$ cat src/rtl/imem_boot_loader.sv
// Boot loader: assembles big-endian words from a host byte stream, writes them to
// instruction memory and releases the core once the XOR checksum matches.
// Optional macro IMEM_BOOT_RELOAD_EN adds a reload input to restart from DONE/ERR.
module imem_boot_loader #(
    parameter int ADDR_WIDTH = 8,
    parameter int MAX_WORDS  = 256
) (
    input  logic                  clk,
    input  logic                  reset,
`ifdef IMEM_BOOT_RELOAD_EN
    input  logic                  reload,
`endif
    input  logic                  rx_valid,
    input  logic [7:0]            rx_data,
    output logic                  rx_ready,
    output logic                  imem_we,
    output logic [ADDR_WIDTH-1:0] imem_addr,
    output logic [31:0]           imem_wdata,
    output logic                  cpu_hold,
    output logic                  done,
    output logic                  error
);

    localparam logic [2:0] S_LEN_HI = 3'd0;
    localparam logic [2:0] S_LEN_LO = 3'd1;
    localparam logic [2:0] S_DATA   = 3'd2;
    localparam logic [2:0] S_CSUM   = 3'd3;
    localparam logic [2:0] S_DONE   = 3'd4;
    localparam logic [2:0] S_ERR    = 3'd5;

    logic [2:0]            state_q, state_d;
    logic [15:0]           len_q, len_d;
    logic [15:0]           wcnt_q, wcnt_d;
    logic [1:0]            bcnt_q, bcnt_d;
    logic [23:0]           asm_q, asm_d;
    logic [7:0]            csum_q, csum_d;
    logic                  we_q, we_d;
    logic [ADDR_WIDTH-1:0] addr_q, addr_d;
    logic [31:0]           wdata_q, wdata_d;

    logic        accept;
    logic [15:0] len_full;

    assign rx_ready   = (state_q == S_LEN_HI) || (state_q == S_LEN_LO) ||
                        (state_q == S_DATA)   || (state_q == S_CSUM);
    assign accept     = rx_valid && rx_ready;
    assign len_full   = {len_q[15:8], rx_data};
    assign imem_we    = we_q;
    assign imem_addr  = addr_q;
    assign imem_wdata = wdata_q;
    assign cpu_hold   = (state_q != S_DONE);
    assign done       = (state_q == S_DONE);
    assign error      = (state_q == S_ERR);

    always_comb begin
        state_d = state_q;
        len_d   = len_q;
        wcnt_d  = wcnt_q;
        bcnt_d  = bcnt_q;
        asm_d   = asm_q;
        csum_d  = csum_q;
        we_d    = 1'b0;
        addr_d  = addr_q;
        wdata_d = wdata_q;
        case (state_q)
            S_LEN_HI: begin
                if (accept) begin
                    len_d   = {rx_data, 8'h00};
                    csum_d  = csum_q ^ rx_data;
                    state_d = S_LEN_LO;
                end
            end
            S_LEN_LO: begin
                if (accept) begin
                    len_d  = len_full;
                    csum_d = csum_q ^ rx_data;
                    if (len_full > 16'(MAX_WORDS))
                        state_d = S_ERR;
                    else if (len_full == 16'd0)
                        state_d = S_CSUM;
                    else
                        state_d = S_DATA;
                end
            end
            S_DATA: begin
                if (accept) begin
                    csum_d = csum_q ^ rx_data;
                    bcnt_d = bcnt_q + 2'd1;
                    if (bcnt_q == 2'd3) begin
                        // Word complete: register the write so it lands next cycle.
                        we_d    = 1'b1;
                        addr_d  = wcnt_q[ADDR_WIDTH-1:0];
                        wdata_d = {asm_q, rx_data};
                        wcnt_d  = wcnt_q + 16'd1;
                        if (wcnt_q == len_q - 16'd1)
                            state_d = S_CSUM;
                    end else begin
                        asm_d = {asm_q[15:0], rx_data};
                    end
                end
            end
            S_CSUM: begin
                if (accept)
                    state_d = (rx_data == csum_q) ? S_DONE : S_ERR;
            end
            S_DONE, S_ERR: begin
`ifdef IMEM_BOOT_RELOAD_EN
                if (reload) begin
                    state_d = S_LEN_HI;
                    len_d   = 16'd0;
                    wcnt_d  = 16'd0;
                    bcnt_d  = 2'd0;
                    asm_d   = 24'd0;
                    csum_d  = 8'd0;
                end
`endif
            end
            default: state_d = S_ERR;
        endcase
    end

    always_ff @(posedge clk or negedge reset) begin
        if (!reset) begin
            state_q <= S_LEN_HI;
            len_q   <= 16'd0;
            wcnt_q  <= 16'd0;
            bcnt_q  <= 2'd0;
            asm_q   <= 24'd0;
            csum_q  <= 8'd0;
            we_q    <= 1'b0;
            addr_q  <= '0;
            wdata_q <= 32'd0;
        end else begin
            state_q <= state_d;
            len_q   <= len_d;
            wcnt_q  <= wcnt_d;
            bcnt_q  <= bcnt_d;
            asm_q   <= asm_d;
            csum_q  <= csum_d;
            we_q    <= we_d;
            addr_q  <= addr_d;
            wdata_q <= wdata_d;
        end
    end

endmodule

$ cat config.mk
export PLATFORM = sky130hd
export DESIGN_NAME = imem_boot_loader
export DESIGN_NICKNAME = d
export VERILOG_FILES = /design/src/rtl/imem_boot_loader.sv
export SDC_FILE = /design/constraint.sdc
export NUM_CORES = 1
export LEC_CHECK = 0
export ABC_AREA = 1
export CAP_MARGIN = 25
export CORE_MARGIN = 1.5
export CORE_UTILIZATION = 40
export CTS_CLUSTER_SIZE = 16
export DETAILED_ROUTE_END_ITERATION = 8
export DONT_BUFFER_PORTS = 1
export SLEW_MARGIN = 40
export SYNTH_ARGS = -nofsm -noshare
export SYNTH_HDL_FRONTEND = slang
export SYNTH_SLANG_ARGS = --single-unit
$ cat constraint.sdc
create_clock -name clk -period 4.7 [get_ports clk]
set_input_delay 1.175 -clock clk [delete_from_list [all_inputs] [get_ports clk]]
set_output_delay 1.175 -clock clk [all_outputs]
set_load 0.01 [all_outputs]
# Yosys cells after proc, flatten, opt, wreduce, memory -nomap -nowiden
# Cells that the tools add are included.
# W data, S select, Z words.
[op_classes] add_sub_neg=3 magnitude_cmp=1 eq_ne=15 n_mux=16 bitwise_logic=4 n_reduce_logical=16
[ops] cell="$pmux W16 S2" count=1
[ops] cell="$mux W3" count=7
[ops] cell="$add A16 B1 Y16 const B" count=1
[ops] cell="$eq A16 B16 Y1" count=1
[ops] cell="$gt A16 B9 Y1 const B" count=1
[ops] cell="$logic_not A16 Y1" count=1
[ops] cell="$mux W16" count=1
[ops] cell="$sub A16 B1 Y16 const B" count=1
[ops] cell="$pmux W3 S5" count=1
[ops] cell="$reduce_and A3 Y1" count=4
[ops] cell="$eq A8 B8 Y1" count=1
[ops] cell="$mux W8" count=1
[ops] cell="$ne A2 B2 Y1 const B" count=4
[ops] cell="$xor A8 B8 Y8" count=1
[ops] cell="$reduce_and A7 Y1" count=1
[ops] cell="$eq A3 B2 Y1 const B" count=2
[ops] cell="$eq A3 B3 Y1 const B" count=2
[ops] cell="$mux W1" count=5
[ops] cell="$ne A2 B1 Y1 const B" count=2
[ops] cell="$reduce_and A2 Y1" count=2
[ops] cell="$eq A3 B1 Y1 const B" count=1
[ops] cell="$logic_not A3 Y1" count=1
[ops] cell="$logic_or A1 B1 Y1" count=3
[ops] cell="$ne A3 B3 Y1 const B" count=1
[ops] cell="7 further kinds" count=9
[word_totals] register_bits=110 in_bits=11

# Depth between registers and ports, before layout
[depth] depth_word=7 depth_mapped=15

# Worst setup path before layout
# OpenSTA, ideal clock, no wires.
[synth_timing] path_kind="input-to-reg" startpoint="in rx_valid" endpoint="reg len_q[11]" setup_time_ns=0.127 arrival_ns=2.116 t_required_ns=4.573 path_slack_ns=2.457 path_stages=6 n_path_buf=1 cell_sequence="inv_1 > nor3_2 > nand2_1 > buf_2 > nand2_1 > o21ai_0"
[synth_between] elab_chain_cells=2
[synth_lines] element="start, declared" line_no="13" text="input logic rx_valid,"
[synth_lines] element="$logic_and A1 B1 Y1" line_no="46" text="assign accept = rx_valid && rx_ready;"
[synth_lines] element="$reduce_and A3 Y1 (no line)"
[synth_lines] element="end signal, assigned" line_no="135" text="len_q <= len_d;"
[synth_lines] element="end, declared" line_no="32" text="logic [15:0] len_q, len_d;"
# No other way between the ends.
# A chain may end at the register's enable or synchronous reset.

# Worst setup path after layout
[layout_timing] startpoint="in rx_valid" endpoint="reg wcnt_q[14]"
[layout_between] elab_chain_cells=2
[layout_lines] element="$logic_and A1 B1 Y1" line_no="46"
[layout_lines] element="$reduce_and A3 Y1 (no line)"
[layout_lines] element="end signal, assigned" line_no="136" text="wcnt_q <= wcnt_d;"
[layout_lines] element="end, declared" line_no="33" text="logic [15:0] wcnt_q, wcnt_d;"
# No other way between the ends.

==> impl_metrics.toml <==
[global_route]
grt.overflow.total = 0
grt_max_degree = 111
grt_pass1_vias = 3575
antenna_found_initial = 0
grt_first_pass_wirelength_um = 18100
track_usage = 0.175

[logic_synthesis]
synthCells = 597
syn-cell-area_mm2 = 0.00515
seq_area_frac_synth = 0.534
synth_fp_nets = 611
ys_warn_count = 0
ys_types = 32
synth_area_per_cell_um2 = 8.63
ys_ff_latch = 110

[cells_and_area]
antenna_cells = 0
drive_gt1_frac = 0.0786
area_growth_syn_to_layout_pct = 8.59
mostFrequentLayoutCell = "nand2_1"
layout_common_cells = "nand2_1, dfrtp_1, inv_1"
final_util = 0.444
nFillCells = 1305
nets = 607

[route]
dr.pass1.iters = 4
drt-total-wl_um = 10700
drt_iter0_drc = 195
routedWlPerCell_um = 13.9
viasPerCell = 4.75
ant_nets = 0
vias = 3654
remaining_drc_errors = 0

[floorplanning]
initial_core_util = 0.408
rows = 41
io_pins = 56
die_h_um = 117
core_area_mm2 = 0.0126
die_x_um = 117
die_area_mm2 = 0.0136

[timing]
min_period_over_period = 0.554
setup_tns_ns = 0
fmax_mhz = 384
slew_headroom = 0.522
skew_ns = 0.00854
finalHoldViolations = 0
setup_viol = 0
worstMarginPinSlew_ns = 0.717
period_minus_slack_ns = 2.60
rsz0062_at_grt = "false"
slew_viol_final = 0

[cts]
insertion_delay_ns = 0.35
cts_buffers = 9
ctsHoldBuffers = 0
cts_buffer_depth = 2
post-cts-setup-buffers = 0
cts_root_buf = "clkbuf_16"
clkSinkCount = 110
cts-resized-gates = 0
clkTransAtPathRegs_ns = 0.07
tritoncts = "done"
cts_max_level = 3

[setup_path]
path_class = "in2reg"
cp.arrival_ns = 2.88
critPathCaptureType = "flip-flop"
critPathLaunchType = "input pin"
required_ns = 4.98
critPathMaxFanout = 77

[placed_design]
place.gp.congestion = 0.817
dp_hpwl_um = 7420
port_buffers = 0

[pwr]
leakage_nw = 2.80
ir_worst_vdd_uv = 152
power_density_mw_per_mm2 = 315

[run]
max-cap-violations = 0

[worst_hold_path]
min_path_type = "reg2reg"

[status]
status = "complete, no violations"
[synthesized netlist by cell type (all sizes together)]
| master | number | area [um^2] |
|---|---|---|
| dfrtp | 110 | 2750 |
| nand2 | 186 | 723 |
| buf | 10 | 56.3 |
| nand4 | 5 | 31.3 |
| a21oi | 2 | 10.0 |
| inv | 73 | 274 |
| clkinv | 1 | 5.00 |
| ha | 3 | 37.5 |
| nor3 | 5 | 40.0 |
| nor2 | 45 | 233 |
| o21ai | 73 | 365 |
| o22ai | 8 | 50.1 |
| nand3 | 27 | 160 |
| xnor2 | 6 | 60.1 |
| o21bai | 2 | 15.0 |
| o2111ai | 1 | 8.76 |
| clkbuf | 6 | 22.5 |
| xor2 | 31 | 272 |
| mux2 | 1 | 11.3 |
| nand3b | 2 | 27.5 |
[cell type report]
class | count | area [um^2] | area share
sequential | 110 | 2750 | 0.492
multi-input combinational | 397 | 2040 | 0.365
inverter | 74 | 279 | 0.0498
clock buffer | 11 | 233 | 0.0416
tap | 172 | 215 | 0.0384
clock inverter | 5 | 66.3 | 0.0118
timing repair buffer | 1 | 7.51 | 0.00134
[critical path: stages]
cell      delay (ns)
inv_1           0.18
nor2_8          0.08
nand2_4         0.52
clkinv_2        0.41
nand3_2         0.22
nand3b_4        0.16
xnor2_2         0.10
[sequential cells by signal, summed over array words and instances, names as in the netlist]
register    count
imem_wdata     32
asm_q          24
len_q          16
wcnt_q         16
csum_q          8
imem_addr       8
state_q         3
bcnt_q          2
imem_we         1
[where the power goes]
part / switching, mW / leakage (nW) / internal (mW)
clock: 0.352 / 0.142 / 0.421
combinational: 0.0264 / 1.18 / 0.0127
sequential: 0.00443 / 1.47 / 0.950
total: 0.383 / 2.80 / 1.38
[final timing paths]
check	start	end	slack (ns)	cells after the start
setup reg to reg	state_q[2]$_DFFE_PN0P_	wcnt_q[14]$_DFFE_PN0P_	2.33	8
hold reg to reg	asm_q[21]$_DFFE_PN0P_	imem_wdata[29]$_DFFE_PN0P_	0.47	2
hold / removal	asm_q[21]$_DFFE_PN0P_	imem_wdata[29]$_DFFE_PN0P_	0.47	2
max in group asynchronous	reset	len_q[7]$_DFFE_PN0P_	4.00	0
min in group asynchronous	reset	len_q[14]$_DFFE_PN0P_	0.51	0
setup / recovery	rx_valid	wcnt_q[14]$_DFFE_PN0P_	2.10	7
[per-layer routing]
| layer | routed length (um) | up-vias | track usage |
|---|---|---|---|
| met5 | 0 | - | 0 |
| met4 | 205 | 0 | 0.0724 |
| met3 | 661 | 18 | 0.0540 |
| met2 | 4710 | 69 | 0.268 |
| met1 | 5150 | 1702 | 0.232 |
| li1 | - | 1865 | - |
[kinds of logic (layout without fill, tap and decap cells)]
group,count (synthesis),count (layout),synth area share
buf+inv,90,91,0.0694
fa+ha+maj,3,3,0.00728
mux,1,1,0.00218
flops,110,110,0.534
simple gates,270,270,0.236
xor+xnor,37,37,0.0643
compound gates,86,86,0.0871
[metrics by stage]
step	setup WS (ns)	instance area [um^2]	power, mW	hold WS [ns]	cells
floorplan	2.46	5150	1.00	0.442	597
global placement	1.76	5300	1.01	0.457	754
detailed placement	1.72	5300	1.01	0.463	754
CTS	2.09	5600	1.78	0.478	770
global route	1.94	5600	1.83	0.497	770
finish	2.10	5600	1.77	0.473	770
Power figures use the tool's default switching activity.
==> RTL edit (same settings) <==
Put a register stage on the output `error`, without a reset. The value now appears one clock later. The other outputs are not delayed to match.
--- a/src/rtl/imem_boot_loader.sv
+++ b/src/rtl/imem_boot_loader.sv
@@ -52,3 +52,5 @@
     assign done       = (state_q == S_DONE);
-    assign error      = (state_q == S_ERR);
+    always_ff @(posedge clk) begin
+        error <= (state_q == S_ERR);
+    end
 
Function: changed (Yosys sat finds a counterexample within 4 cycles, from zero or initial values and one cycle with reset low).
==> RTL edit against the unedited design <==
Final area is essentially flat; setup slack improved by 0.058 ns; total power is 2.2% lower; non-clock buffer count is the same; critical path type unchanged; synthesized area increased by 0.39%; sequential cell count increased by 1; register-to-register slack improved by 0.06 ns; wire length rose by 0.87%; largest cell class unchanged; sequential share of layout area is 0.38 points higher.
==> RTL edit: results (changes against the unedited design) <==
[global_routing]
use_met1_pct = 23.60  ; +0.35 points
use_met3_pct = 4.515  ; -0.88 points
grt_pass1_vias = 3615  ; +1.1%
track_usage_pct = 17.43  ; -0.088 points
grt_first_pass_wirelength_um = 18110  ; about the same

[worst_setup_path]
r2r_slack_ns = 2.39  ; +0.06 ns

[placed_design]
placed_cells_incl_taps = 755  ; +0.13%
place_hpwl_um = 7609  ; +2.5%
gp_congestion = 0.8192  ; +0.28%
place_ws_ns = 1.765  ; +0.04417 ns

[routing]
drt-initial-drc-count = 227  ; +16%
viasPerCell = 4.810  ; +1.4%
num_vias = 3699  ; +1.2%

[yosys]
synthMuxAreaShare_pct = 0.2176  ; -0.00085 points
synth_nets = 612  ; +0.16%
syn_avg_cell_area_um2 = 8.654  ; +0.22%
async_flop_share_pct = 99.10  ; -0.90 points
synth-xor-area-share_pct = 6.407  ; -0.025 points
synth_compound_area_share_pct = 8.680  ; -0.034 points
synth_area_leaders = dfrtp_1, nand2_1, o21ai_0, xor2_1, inv_1
synth_fa_ha_area_share_pct = 0.7253  ; -0.0028 points
ys_types = 33  ; +3.1%
seq_area_frac_synth_pct = 53.58  ; +0.18 points

[status]
outcome = finished, final reports clean

[sta]
skew_ns = 0.006594  ; -0.001944 ns
worst_slew_pin_slew_ns = 0.6786  ; -0.03790 ns

[finish]
fillers = 1259  ; -3.5%
drive_gt1_share_pct = 7.873  ; +0.013 points

[pwr]
ir_drop_uv = 155.3  ; +2.3%
p_leak_nw = 2.801  ; +0.11%

[RTL edit: report_power, final]
group,internal (mW),total (mW),switching [mW],leakage [nW]
Clock,0.377,0.725,0.347,0.137
Sequential,0.958,0.963,0.00452,1.48
Combinational,0.0127,0.0396,0.0270,1.18
[RTL edit: area by class of cell]
cell class                      count  share of cell area, %
Tap cell                          172                  3.846
Multi-Input combinational cell    397                  36.54
Sequential cell                   111                  49.55
Timing Repair Buffer                1                 0.1342
Inverter                           74                  4.987
Clock inverter                      4                 0.6708
Clock buffer                       10                  4.271
[RTL edit: worst min-delay path, cell delays in order (launching register included)]
cell and delay (ns):
dfrtp_1 0.35, nand2_1 0.06, nand2_1 0.05
[RTL edit: layer usage]
| layer | share of wire, % | wire [um] |
|---|---|---|
| met5 | 0 | 0 |
| met4 | 2.0 | 217 |
| met3 | 6.0 | 647 |
| met2 | 45 | 4817 |
| met1 | 47 | 5138 |
[RTL edit: worst min path at each step]
stage,slack [ns],endpoint,cells after the start
after detailed placement,0.47,bcnt_q[0],1
after floorplan,0.44,imem_wdata[24],2
final,0.48,imem_wdata[29],2
after global routing,0.49,imem_wdata[8],0
after CTS,0.49,bcnt_q[0],1
after global placement,0.46,imem_wdata[28],2
[RTL edit: cells by family after synthesis]
logic type	Yosys count
multiplexers	1
XOR/XNOR	37
AND/OR/NAND/NOR	270
AO/OA/AOI/OAI	86
buffers and inverters	90
adder cells (fa/ha/maj)	3
flip-flops	111
